**src/rtl/reg_dump_pkg.sv**
```systemverilog
// Shared types and helpers for the register dump controller.
package reg_dump_pkg;

    typedef enum logic [1:0] {
        IDLE   = 2'd0,
        STREAM = 2'd1,
        DONE   = 2'd2
    } dump_state_e;

    localparam int CNT_W = 32;

    function automatic int idx_w(input int n);
        return (n <= 1) ? 1 : $clog2(n);
    endfunction

endpackage

```
**src/rtl/cycle_trigger.sv**
```systemverilog
// Enabled-cycle counter with a (optionally periodic) trigger point.
module cycle_trigger
    import reg_dump_pkg::*;
#(
    parameter int END_COUNT = 25,
    parameter int PERIOD    = 0
) (
    input  logic             clk_i,
    input  logic             rst_i,
    input  logic             cnt_en_i,
    output logic             trig_o,
    output logic [CNT_W-1:0] count_o
);

    logic [CNT_W-1:0] count_q;
    logic [CNT_W-1:0] count_d;
    logic [CNT_W-1:0] next_trig_q;
    logic [CNT_W-1:0] next_trig_d;
    logic             advance;

    // The trigger fires on the edge where the count lands on next_trig.
    always_comb begin
        advance     = cnt_en_i && (count_q != '1);
        count_d     = advance ? count_q + CNT_W'(1) : count_q;
        trig_o      = advance && (count_d == next_trig_q);
        next_trig_d = trig_o ? next_trig_q + CNT_W'(PERIOD) : next_trig_q;
    end

    always_ff @(posedge clk_i or posedge rst_i) begin
        if (rst_i) begin
            count_q     <= '0;
            next_trig_q <= CNT_W'(END_COUNT);
        end else begin
            count_q     <= count_d;
            next_trig_q <= next_trig_d;
        end
    end

    assign count_o = count_q;

endmodule

```
**src/rtl/reg_dump_ctrl.sv**
```systemverilog
// Snapshots a register file at trigger points and streams it out
// one entry per accepted beat over a valid/ready port.
module reg_dump_ctrl
    import reg_dump_pkg::*;
#(
    parameter int DATA_W    = 32,
    parameter int NUM_REGS  = 13,
    parameter int END_COUNT = 25,
    parameter int PERIOD    = 0
) (
    input  logic                         clk_i,
    input  logic                         rst_i,
    input  logic                         en_i,
    input  logic [NUM_REGS*DATA_W-1:0]   rf_flat_i,
    input  logic                         dump_ready_i,
    output logic                         dump_valid_o,
    output logic [idx_w(NUM_REGS)-1:0]   dump_idx_o,
    output logic [DATA_W-1:0]            dump_data_o,
    output logic                         dump_last_o,
    output logic                         busy_o,
    output logic                         done_o,
    output logic                         overrun_o,
    output logic [31:0]                  cycle_o
);

    localparam int IDX_W = idx_w(NUM_REGS);
    localparam logic [IDX_W-1:0] LAST_IDX = IDX_W'(NUM_REGS - 1);

    dump_state_e                 state_q;
    dump_state_e                 state_d;
    logic [IDX_W-1:0]            idx_q;
    logic [IDX_W-1:0]            idx_d;
    logic                        overrun_q;
    logic                        overrun_d;
    logic                        valid_q;
    logic                        valid_d;
    logic                        done_q;
    logic                        done_d;
    logic [NUM_REGS*DATA_W-1:0]  shadow_q;
    logic [NUM_REGS*DATA_W-1:0]  shadow_d;
    logic                        capture;
    logic                        beat;
    logic                        trig;
    logic                        cnt_en;
    logic [CNT_W-1:0]            count;

    assign cnt_en = en_i && (state_q != DONE);

    cycle_trigger #(
        .END_COUNT (END_COUNT),
        .PERIOD    (PERIOD)
    ) u_trig (
        .clk_i     (clk_i),
        .rst_i     (rst_i),
        .cnt_en_i  (cnt_en),
        .trig_o    (trig),
        .count_o   (count)
    );

    always_comb begin
        state_d   = state_q;
        idx_d     = idx_q;
        overrun_d = overrun_q;
        capture   = 1'b0;
        beat      = valid_q && dump_ready_i;
        unique case (state_q)
            IDLE: begin
                if (trig) begin
                    state_d = STREAM;
                    idx_d   = '0;
                    capture = 1'b1;
                end
            end
            STREAM: begin
                // A trigger arriving mid-stream is dropped but remembered.
                if (trig) begin
                    overrun_d = 1'b1;
                end
                if (beat) begin
                    if (idx_q == LAST_IDX) begin
                        idx_d   = '0;
                        state_d = (PERIOD > 0) ? IDLE : DONE;
                    end else begin
                        idx_d = idx_q + IDX_W'(1);
                    end
                end
            end
            DONE: begin
                state_d = DONE;
            end
            default: begin
                state_d = IDLE;
            end
        endcase
        valid_d  = (state_d == STREAM);
        done_d   = (state_d == DONE);
        shadow_d = capture ? rf_flat_i : shadow_q;
    end

    always_ff @(posedge clk_i or posedge rst_i) begin
        if (rst_i) begin
            state_q   <= IDLE;
            idx_q     <= '0;
            overrun_q <= 1'b0;
            valid_q   <= 1'b0;
            done_q    <= 1'b0;
        end else begin
            state_q   <= state_d;
            idx_q     <= idx_d;
            overrun_q <= overrun_d;
            valid_q   <= valid_d;
            done_q    <= done_d;
        end
    end

    // The snapshot survives reset; only the stream state is cleared.
    always_ff @(posedge clk_i) begin
        shadow_q <= shadow_d;
    end

    always_comb begin
        dump_data_o = '0;
        if (valid_q) begin
            for (int k = 0; k < NUM_REGS; k++) begin
                if (idx_q == IDX_W'(k)) begin
                    dump_data_o = shadow_q[k*DATA_W +: DATA_W];
                end
            end
        end
    end

    assign dump_valid_o = valid_q;
    assign dump_idx_o   = valid_q ? idx_q : '0;
    assign dump_last_o  = valid_q && (idx_q == LAST_IDX);
    assign busy_o       = valid_q;
    assign done_o       = done_q;
    assign overrun_o    = overrun_q;
    assign cycle_o      = count;

endmodule
```
**config.mk**
```make
export PLATFORM = sky130hd
export DESIGN_NAME = reg_dump_ctrl
export DESIGN_NICKNAME = d
export VERILOG_FILES = /design/src/rtl/reg_dump_pkg.sv /design/src/rtl/cycle_trigger.sv /design/src/rtl/reg_dump_ctrl.sv
export SDC_FILE = /design/constraint.sdc
export NUM_CORES = 1
export LEC_CHECK = 0
export ABC_AREA = 1
export CORE_ASPECT_RATIO = 0.6
export CORE_MARGIN = 2
export CORE_UTILIZATION = 30
export CTS_BUF_LIST = sky130_fd_sc_hd__clkbuf_16
export DETAILED_ROUTE_END_ITERATION = 6
export PLACE_DENSITY = 0.54
export SYNTH_ARGS = -nofsm -noshare
export SYNTH_HDL_FRONTEND = slang
export SYNTH_HIERARCHICAL = 1
export SYNTH_SLANG_ARGS = --single-unit
```
**constraint.sdc**
```tcl
create_clock -name clk_i -period 96.3 [get_ports clk_i]
set_clock_uncertainty 0.1 [all_clocks]
set_input_delay 14.445 -clock clk_i [delete_from_list [all_inputs] [get_ports clk_i]]
set_output_delay 14.445 -clock clk_i [all_outputs]
set_load 0.05 [all_outputs]
```
==> results of run 1 <==
==> critical path: cells and delay by family, from the launching register on <==
kind | cells | cell delay (ns)
AO/OA/AOI/OAI | 1 | 0.14
adder cells (fa/ha/maj) | 1 | 0.27
AND/OR/NAND/NOR | 12 | 1.89
flip-flops | 1 | 0.42
buffers and inverters | 3 | 1.31
==> cell usage in the layout, fill, tap and decap left out, types with 9 or more instances in the layout <==
cell type,instances
o21ai_0,53
nand3_1,126
nand4_1,13
clkdlybuf4s50_1,492
edfxtp_1,416
nor2_1,243
a21oi_2,9
dfrtp_1,41
clkbuf_16,48
inv_2,9
clkinv_1,12
buf_4,16
a21oi_1,27
nor2_4,11
inv_1,242
o21ai_1,20
nand2_2,9
nand2_1,746
==> worst paths after layout <==
path | cells after the start | slack, ns | endpoint | start
worst max-delay path | 17 | 77.10 | dump_data_o[14] | idx_q[1]
worst min-delay path | 1 | 0.44 | state_q[0] | state_q[0]
worst max register to register | 18 | 90.81 | shadow_q[126] | u_trig/count_o[15]
worst min register to register | 1 | 0.44 | state_q[0] | state_q[0]
max in group asynchronous | 3 | 81.20 | u_trig/count_o[17] | rst_i
min in group asynchronous | 2 | 14.14 | state_q[0] | rst_i
==> kinds of logic after synthesis <==
group	count (synthesis)
and+or+nand+nor	1176
DFF	457
buffers and inverters	327
AOI/OAI and AO/OA	113
xor gates and xnor gates	6
adders and majority gates	5
==> metal layers <==
layer	global-route usage, %	up-vias
li1	-	7658
met5	0	-
met3	5.25	87
met4	3.63	22
met1	25.2	7335
met2	28.9	438
==> state kept, by name (all words and copies together), names as in the netlist <==
register / flops
overrun_o: 1
idx_q: 4
done_o: 1
u_trig/count_o: 32
shadow_q: 416
state_q: 2
busy_o: 1
==> cell type report <==
| type | instances | area, µm² |
|---|---|---|
| diodes | 7 | 17.5 |
| clock buffers | 48 | 1200 |
| clock inverters | 37 | 360 |
| fillers | 6498 | 39900 |
| inverters | 243 | 915 |
| multi-input cells | 1300 | 5560 |
| flip-flops and latches | 457 | 13500 |
| well taps | 912 | 1140 |
| repair buffers | 509 | 5060 |
==> metrics by stage <==
stage,instance area [µm²],hold WS [ns]
finish,27800,0.439
global route,27800,0.471
CTS,27800,0.449
detailed placement,26200,0.433
global placement,26200,0.432
floorplan,20400,0.369
==> power by group through the flow <==
stage	registers (mW)	logic [mW]	clock network [mW]
5_1_grt	0.216	0.0191	0.201
3_3_place_gp	0.220	0.0180	0
4_1_cts	0.216	0.0183	0.194
6_report	0.216	0.0180	0.188
3_5_place_dp	0.220	0.0181	0
2_1_floorplan	0.221	0.000266	0
==> impl_metrics.yaml, run 1 <==
detailed_routing:
  viasPerCell: 4.42
  drt_wl_total_um: 65400
  drc: 0
  dr.pass1.iters: 5
  wire_per_inst_um: 18.6
  drt_iter0_markers: 968
  met1Wirelength_um: 29400
  wl_met3_um: 5300
  via_count: 15540
  wl_met2_um: 29500
  antenna_left: 0
  highest_layer: "met5"
place:
  dp_hpwl_um: 48000
  place_inst: 3421
  portBuffers: 492
  gp_congestion: 0.864
  dpl_worst_slack_ns: 76.64
synth:
  synth_top_area_share_pct: 61.1
  synthArstFlopShare_pct: 8.97
  synthCells: 2084
  ys.flop_type: "edfxtp_1"
  ys_seq_elements: 457
  synth-simple-area-share_pct: 23.5
  yosys.area_share.xor_xnor_pct: 0.294
  post_synth_mux_area_share_pct: 0
  avgSynthCellArea_um2: 9.81
  yosys.cell_count.top_type: "nand2_1"
  synth_edf_count: 416
  synth_compound_area_share_pct: 2.97
  synth_nets: 2509
  yosysTopAreaCell: "edfxtp_1"
  yosysSeqAreaShare_pct: 66.1
  yosys_warnings: 6
  synth_adder_area_share_pct: 0.306
  synth_top_family_by_area: "simple AND/OR/NAND/NOR gates"
  synthDistinctLibCells: 38
  synth_area_leaders: "edfxtp_1 (61%), nand2_1 (14%), dfrtp_1 (5.0%), nor2_1 (4.5%), inv_1 (4.3%)"
  yosys-top-cells-count: "nand2_1 (746), edfxtp_1 (416), nor2_1 (244), inv_1 (234), nand3_1 (126)"
  synth_area_um2: 20400
worst_setup_path:
  cp.required_ns: 81.75
  critical_path_class: "reg -> out"
  cp_cell_sequence: "inv_1, ha_1, inv_2, nor2_4, nand2_1, nand3_1, nand2_1, nand2_1, nand2_1, nand2_1, nand2_1, nand3_1, nand2_1, nand2_1, nand2_1, a21oi_1, clkdlybuf4s50_1"
  cp-end-kind: "output pin"
  cp_common_cell: "nand2_1"
  slowest_stage: "clkdlybuf4s50_1"
  arrival_ns: 4.66
  cp-start-kind: "register"
  critical-path-max-stage-delay_ns: 0.83
  crit_fanout: 34
cts:
  tritoncts: "done"
  cts_sinks: 457
  post_cts_resized: 0
  cts_buffers: 47
  path_clk_slew_ns: 0.06
  clockBufferDepth: 3
  htreeDepth: 2
  root_buffer: "clkbuf_16"
  hold_buffers: 0
  cts_setup_buffers: 0
  clock_latency_ns: 0.59
power_and_ir_drop:
  power.share.sequential_pct: 51.3
  switching_power_uw: 83.9
  clock_power_share_pct: 44.5
  vdd_drop_max_mv: 0.0114
  power.density_nw_per_um2: 15.2
  total_power_uw: 422
  p_int_uw: 338
  leakage_nw: 10.8
  p_sw_share_pct: 19.9
  comb_power_share_pct: 4.3
timing:
  fin_ws_ns: 77.10
  max_freq_mhz: 52.1
  relSlewSlack_pct: 31.2
  tightest_slew_ns: 1.03
  tns_ns: 0
  hold_viol: 0
  fin_crit_sh_pct: 19.9
  rsz0062_at_grt: "false"
  period_needed_ns: 19.20
  setup_viol: 0
  slew_viol_final: 0
flow_run:
  drv_cap: 0
global_routing:
  grt_antenna_before_repair: 18
  grt_usage_pct: 18.3
  grt_max_degree: 158
  grt_pass1_wl_um: 96000
  overflow: 0
  grt_pass1_vias: 15230
finish:
  fin_cells: 3513
  nets: 2983
  final_core_util_pct: 41.0
  drive_above_1_share_pct: 5.24
  syn2layout_area_growth_pct: 35.9
outcome:
  status: "complete, no violations"
floorplanning:
  boundaryPins: 493
  die_area_um2: 70300
  die_y_um: 206
  row_count: 74
  start_util_pct: 30.2
  fp.coreArea_um2: 67700
  die_x_um: 341
min_path:
  hold_path.class: "reg -> reg"
Note: power is estimated with default switching activity, not from simulation.
==> run 2: changes to the inputs <==
Clock period 96.3 ns to 20.1 ns, I/O delays scaled along.
==> run 2 against run 1 <==
The run now ends with design-rule violations left. Via count about the same. Wire length decreased by 1.8%. Non-clock buffer count decreased by 2. Worst setup slack got worse by 65 ns. Combinational power increased to 4.8 times the previous value. Die area unchanged. Worst hold slack improved by 0.016 ns. Critical endpoint unchanged.
==> impl_metrics.yaml, run 2 (synthesized netlist as in run 1, its figures left out) <==
place:
  dp_hpwl_um: 46700
  gp_congestion: 0.873
  portBuffers: 492
  place_area_um2: 26200
  place_inst: 3419
timing:
  fin_hold_ws_ns: 0.455
  fin_crit_sh_pct: 38.9
  setup_viol: 0
  period_needed_ns: 7.82
  relSlewSlack_pct: 25.2
  hold_viol: 0
  tightest_slew_ns: 1.12
  max_freq_mhz: 128
  tns_ns: 0
  rsz0062_at_grt: "false"
  slew_viol_final: 0
floorplanning:
  start_util_pct: 30.2
  die_y_um: 206
  die_x_um: 341
  fp.coreArea_um2: 67700
  row_count: 74
  die_area_um2: 70300
  boundaryPins: 493
power_and_ir_drop:
  leakage_nw: 10.8
  vdd_drop_max_mv: 0.0616
  power.density_nw_per_um2: 72.4
cts:
  cts_sinks: 457
  cts_setup_buffers: 0
  clockBufferDepth: 3
  path_clk_slew_ns: 0.06
  clock_latency_ns: 0.60
  tritoncts: "done"
  root_buffer: "clkbuf_16"
  post_cts_resized: 0
  htreeDepth: 2
  hold_buffers: 0
  cts_buffers: 48
detailed_routing:
  via_count: 15546
  antenna_left: 0
  drt_wl_total_um: 64200
  wire_per_inst_um: 18.2
  dr.pass1.iters: 7
  drc: 17
  viasPerCell: 4.42
  drt_iter0_markers: 1096
finish:
  fin_area_um2: 27800
  regMostFlops: "shadow_q"
  final_common_cell: "nand2_1"
  syn2layout_area_growth_pct: 35.9
  largest_reg_flops: 416
  final_core_util_pct: 41.0
  drive_above_1_share_pct: 5.28
  nets: 2982
  final_cell_mix: "nand2_1 (746), clkdlybuf4s50_1 (492), edfxtp_1 (416)"
  fin_cells: 3517
  fillers: 6501
outcome:
  status: "finished, violations left"
  violations: "design-rule violations"
global_routing:
  overflow: 0
  grt_usage_pct: 18.0
  grt_pass1_wl_um: 94300
  grt_max_degree: 181
  grt_pass1_vias: 15362
  grt_antenna_before_repair: 20
worst_setup_path:
  cp-end-kind: "output pin"
  cp.required_ns: 16.99
  critical_path_class: "reg -> out"
  crit_fanout: 34
  arrival_ns: 4.70
  cp-start-kind: "register"
  reg2regPathDepth: 18
min_path:
  hold_path.class: "reg -> reg"
  hold_depth: 1
flow_run:
  drv_cap: 0
run 2: worst max-delay path, stage by stage (launching register included):
cell and delay (ns):
dfrtp_1 0.44, inv_1 0.12, ha_1 0.27, inv_2 0.38, nor2_4 0.85, nand2_1 0.10, nand3_1 0.12, nand2_1 0.07
nand2_1 0.07, nand2_1 0.05, nand2_1 0.06, nand2_1 0.15, nand3_1 0.11, nand2_1 0.06, nand2_1 0.15, nand2_1 0.08
a21oi_1 0.15, clkdlybuf4s50_1 0.82
run 2: stage by stage:
step	total power [mW]	setup WS [ns]
final	2.01	12.29
after global routing	2.08	11.85
after CTS	2.05	12.11
after detailed placement	1.14	11.88
after global placement	1.14	11.91
after floorplan	1.06	4.46
run 2: final cells by class:
cell class	instances	area, µm²	area share (%)
sequential	457	13500	48.7
multi-input combinational	1300	5570	20.0
timing repair buffer	507	5050	18.2
clock buffer	48	1200	4.32
tap	912	1140	4.11
inverter	243	915	3.29
clock inverter	39	357	1.28
antenna	11	27.5	0.0991
run 2: power by group:
part	leakage, nW	internal, mW	switching [mW]
Combinational	5.81	0.0706	0.0162
Clock	0.783	0.501	0.388
Sequential	4.17	1.04	0
Total	10.8	1.61	0.404
run 2: per-layer routing:
metal | share of wire [%] | wire length (µm) | GRT usage (%)
met3 | 7.8 | 4980 | 5.04
met1 | 44 | 28400 | 24.0
met4 | 2.1 | 1320 | 4.56
met5 | 0.15 | 95 | 0
met2 | 46 | 29400 | 29.2
run 2: worst paths after layout:
| check | from | to | slack [ns] |
|---|---|---|---|
| max in group asynchronous | rst_i | u_trig/count_o[0] | 16.71 |
| worst max register to register | u_trig/count_o[15] | shadow_q[340] | 14.67 |
| min in group asynchronous | rst_i | idx_q[2] | 2.70 |
| worst min-delay path | overrun_o | overrun_o | 0.46 |
| worst max-delay path | idx_q[1] | dump_data_o[14] | 12.29 |
| worst min register to register | overrun_o | overrun_o | 0.46 |
==> run 3: changes to the inputs <==
Settings changed: PLACE_DENSITY 0.54 to 0.56.
Clock period 20.1 ns to 6.45 ns, I/O delays scaled along.
==> run 3 against run 2 <==
The run now ends clean. Global-route usage rose by 0.11 points. Via count up 0.39%. Core utilization rose by 0.16 points. Clock-buffer cell count is 2 higher. Clock power grew to 3.1 times the previous value. Sequential share of layout area down 0.19 points. Worst hold slack got worse by 0.069 ns.
==> impl_metrics.yaml, run 3 (synthesized netlist as in run 1, its figures left out) <==
outcome:
  status: "complete, no violations"
cts:
  cts_sinks: 457
  post_cts_resized: 0
  cts_setup_buffers: 0
  clock_latency_ns: 0.60
  root_buffer: "clkbuf_16"
  htreeDepth: 2
  path_clk_slew_ns: 0.06
  clockBufferDepth: 3
  tritoncts: "done"
  cts_buffers: 49
  hold_buffers: 0
floorplanning:
  boundaryPins: 493
  die_x_um: 341
  die_y_um: 206
  die_area_um2: 70300
  fp.coreArea_um2: 67700
  row_count: 74
  start_util_pct: 30.2
min_path:
  hold_path.class: "reg -> reg"
  hold_depth: 1
  min_to: "overrun_o"
  hp-start: "overrun_o"
place:
  place_inst: 3420
  place_area_um2: 26300
  dp_hpwl_um: 46300
  gp_congestion: 0.905
  portBuffers: 492
detailed_routing:
  viasPerCell: 4.43
  wire_per_inst_um: 18.3
  via_count: 15606
  drt_wl_total_um: 64400
  antenna_left: 0
  dr.pass1.iters: 5
  drt_iter0_markers: 967
  drc: 0
timing:
  setup_viol: 0
  slew_viol_final: 0
  tightest_slew_ns: 1.21
  period_needed_ns: 5.60
  tns_ns: 0
  fin_crit_sh_pct: 86.9
  max_freq_mhz: 178
  rsz0062_at_grt: "false"
  relSlewSlack_pct: 19.6
  hold_viol: 0
finish:
  fin_area_um2: 27900
  syn2layout_area_growth_pct: 36.4
  drive_above_1_share_pct: 5.74
  final_cell_mix: "nand2_1 (743), clkdlybuf4s50_1 (492), edfxtp_1 (416)"
  fin_cells: 3521
  fillers: 6502
  regMostFlops: "shadow_q"
  nets: 2984
  largest_reg_flops: 416
  final_core_util_pct: 41.2
  seq_area_um2: 13500
  multiInputGateArea_um2: 5620
  final_common_cell: "nand2_1"
worst_setup_path:
  r2r_end: "shadow_q[255]"
  cp_common_cell: "nand2_1"
  cp_cell_sequence: "inv_1, ha_1, inv_2, nor2_4, nand2_1, nand3_1, nand2_1, nand2_1, nand2_1, nand2_1, nand2_1, nand3_1, nand2_1, nand2_1, nand2_1, a21oi_1, clkdlybuf4s50_1"
  arrival_ns: 4.54
  critical_path_class: "reg -> out"
  cp.required_ns: 5.38
  critical-path-max-stage-delay_ns: 0.86
  slowest_stage: "clkdlybuf4s50_1"
  rrSetupSlack_ns: 1.90
  r2r_start: "u_trig/count_o[0]"
  reg2regPathDepth: 19
  cp-start-kind: "register"
  crit_fanout: 34
  cp-end-kind: "output pin"
power_and_ir_drop:
  vdd_drop_max_mv: 0.213
  leakage_nw: 10.8
  power.density_nw_per_um2: 226
global_routing:
  overflow: 0
  grt_max_degree: 155
  grt_antenna_before_repair: 26
  grt_pass1_vias: 15773
  grt_usage_pct: 18.2
  grt_pass1_wl_um: 95400
flow_run:
  drv_cap: 0
==> run 3: critical path: cells and delay by family (launching register included) <==
family / cells / cell delay [ns]
adder cells (fa/ha/maj): 1 / 0.27
buffers and inverters: 3 / 1.36
AO/OA/AOI/OAI: 1 / 0.17
flip-flops: 1 / 0.43
AND/OR/NAND/NOR: 12 / 1.68
==> run 3: layer usage <==
| metal | GRT usage [%] | vias to the layer above | wire length [µm] |
|---|---|---|---|
| li1 | - | 7666 | - |
| met1 | 23.4 | 7324 | 27600 |
| met2 | 29.5 | 469 | 29800 |
| met3 | 5.70 | 119 | 5470 |
| met4 | 4.99 | 28 | 1420 |
| met5 | 0 | - | 175 |
==> run 3: worst max path at each step <==
stage	start	to	cells past startpoint
floorplan	en_i	idx_q[0]	18
global placement	idx_q[1]	dump_data_o[3]	17
detailed placement	idx_q[1]	dump_data_o[18]	17
CTS	idx_q[1]	dump_data_o[3]	17
global route	idx_q[1]	dump_data_o[31]	17
finish	idx_q[1]	dump_data_o[3]	17
==> run 3: cell type report <==
type	instances	area share [%]
flip-flops and latches	457	48.5
well taps	912	4.09
multi-input cells	1300	20.1
diodes	12	0.108
inverters	243	3.28
clock inverters	39	1.09
repair buffers	508	18.3
clock buffers	50	4.49
==> run 3: power by group <==
group          internal [mW]  switching [mW]
Clock                   1.57            1.23
Sequential              3.23               0
Combinational          0.220          0.0455
==> run 3: per-stage QoR <==
step | total power, mW | worst slack [ns] | hold slack [ns]
floorplan | 3.30 | -7.04 | 0.427
global placement | 3.56 | 1.50 | 0.370
detailed placement | 3.56 | 1.43 | 0.372
CTS | 6.39 | 0.737 | 0.388
global route | 6.51 | 0.469 | 0.428
finish | 6.30 | 0.846 | 0.386
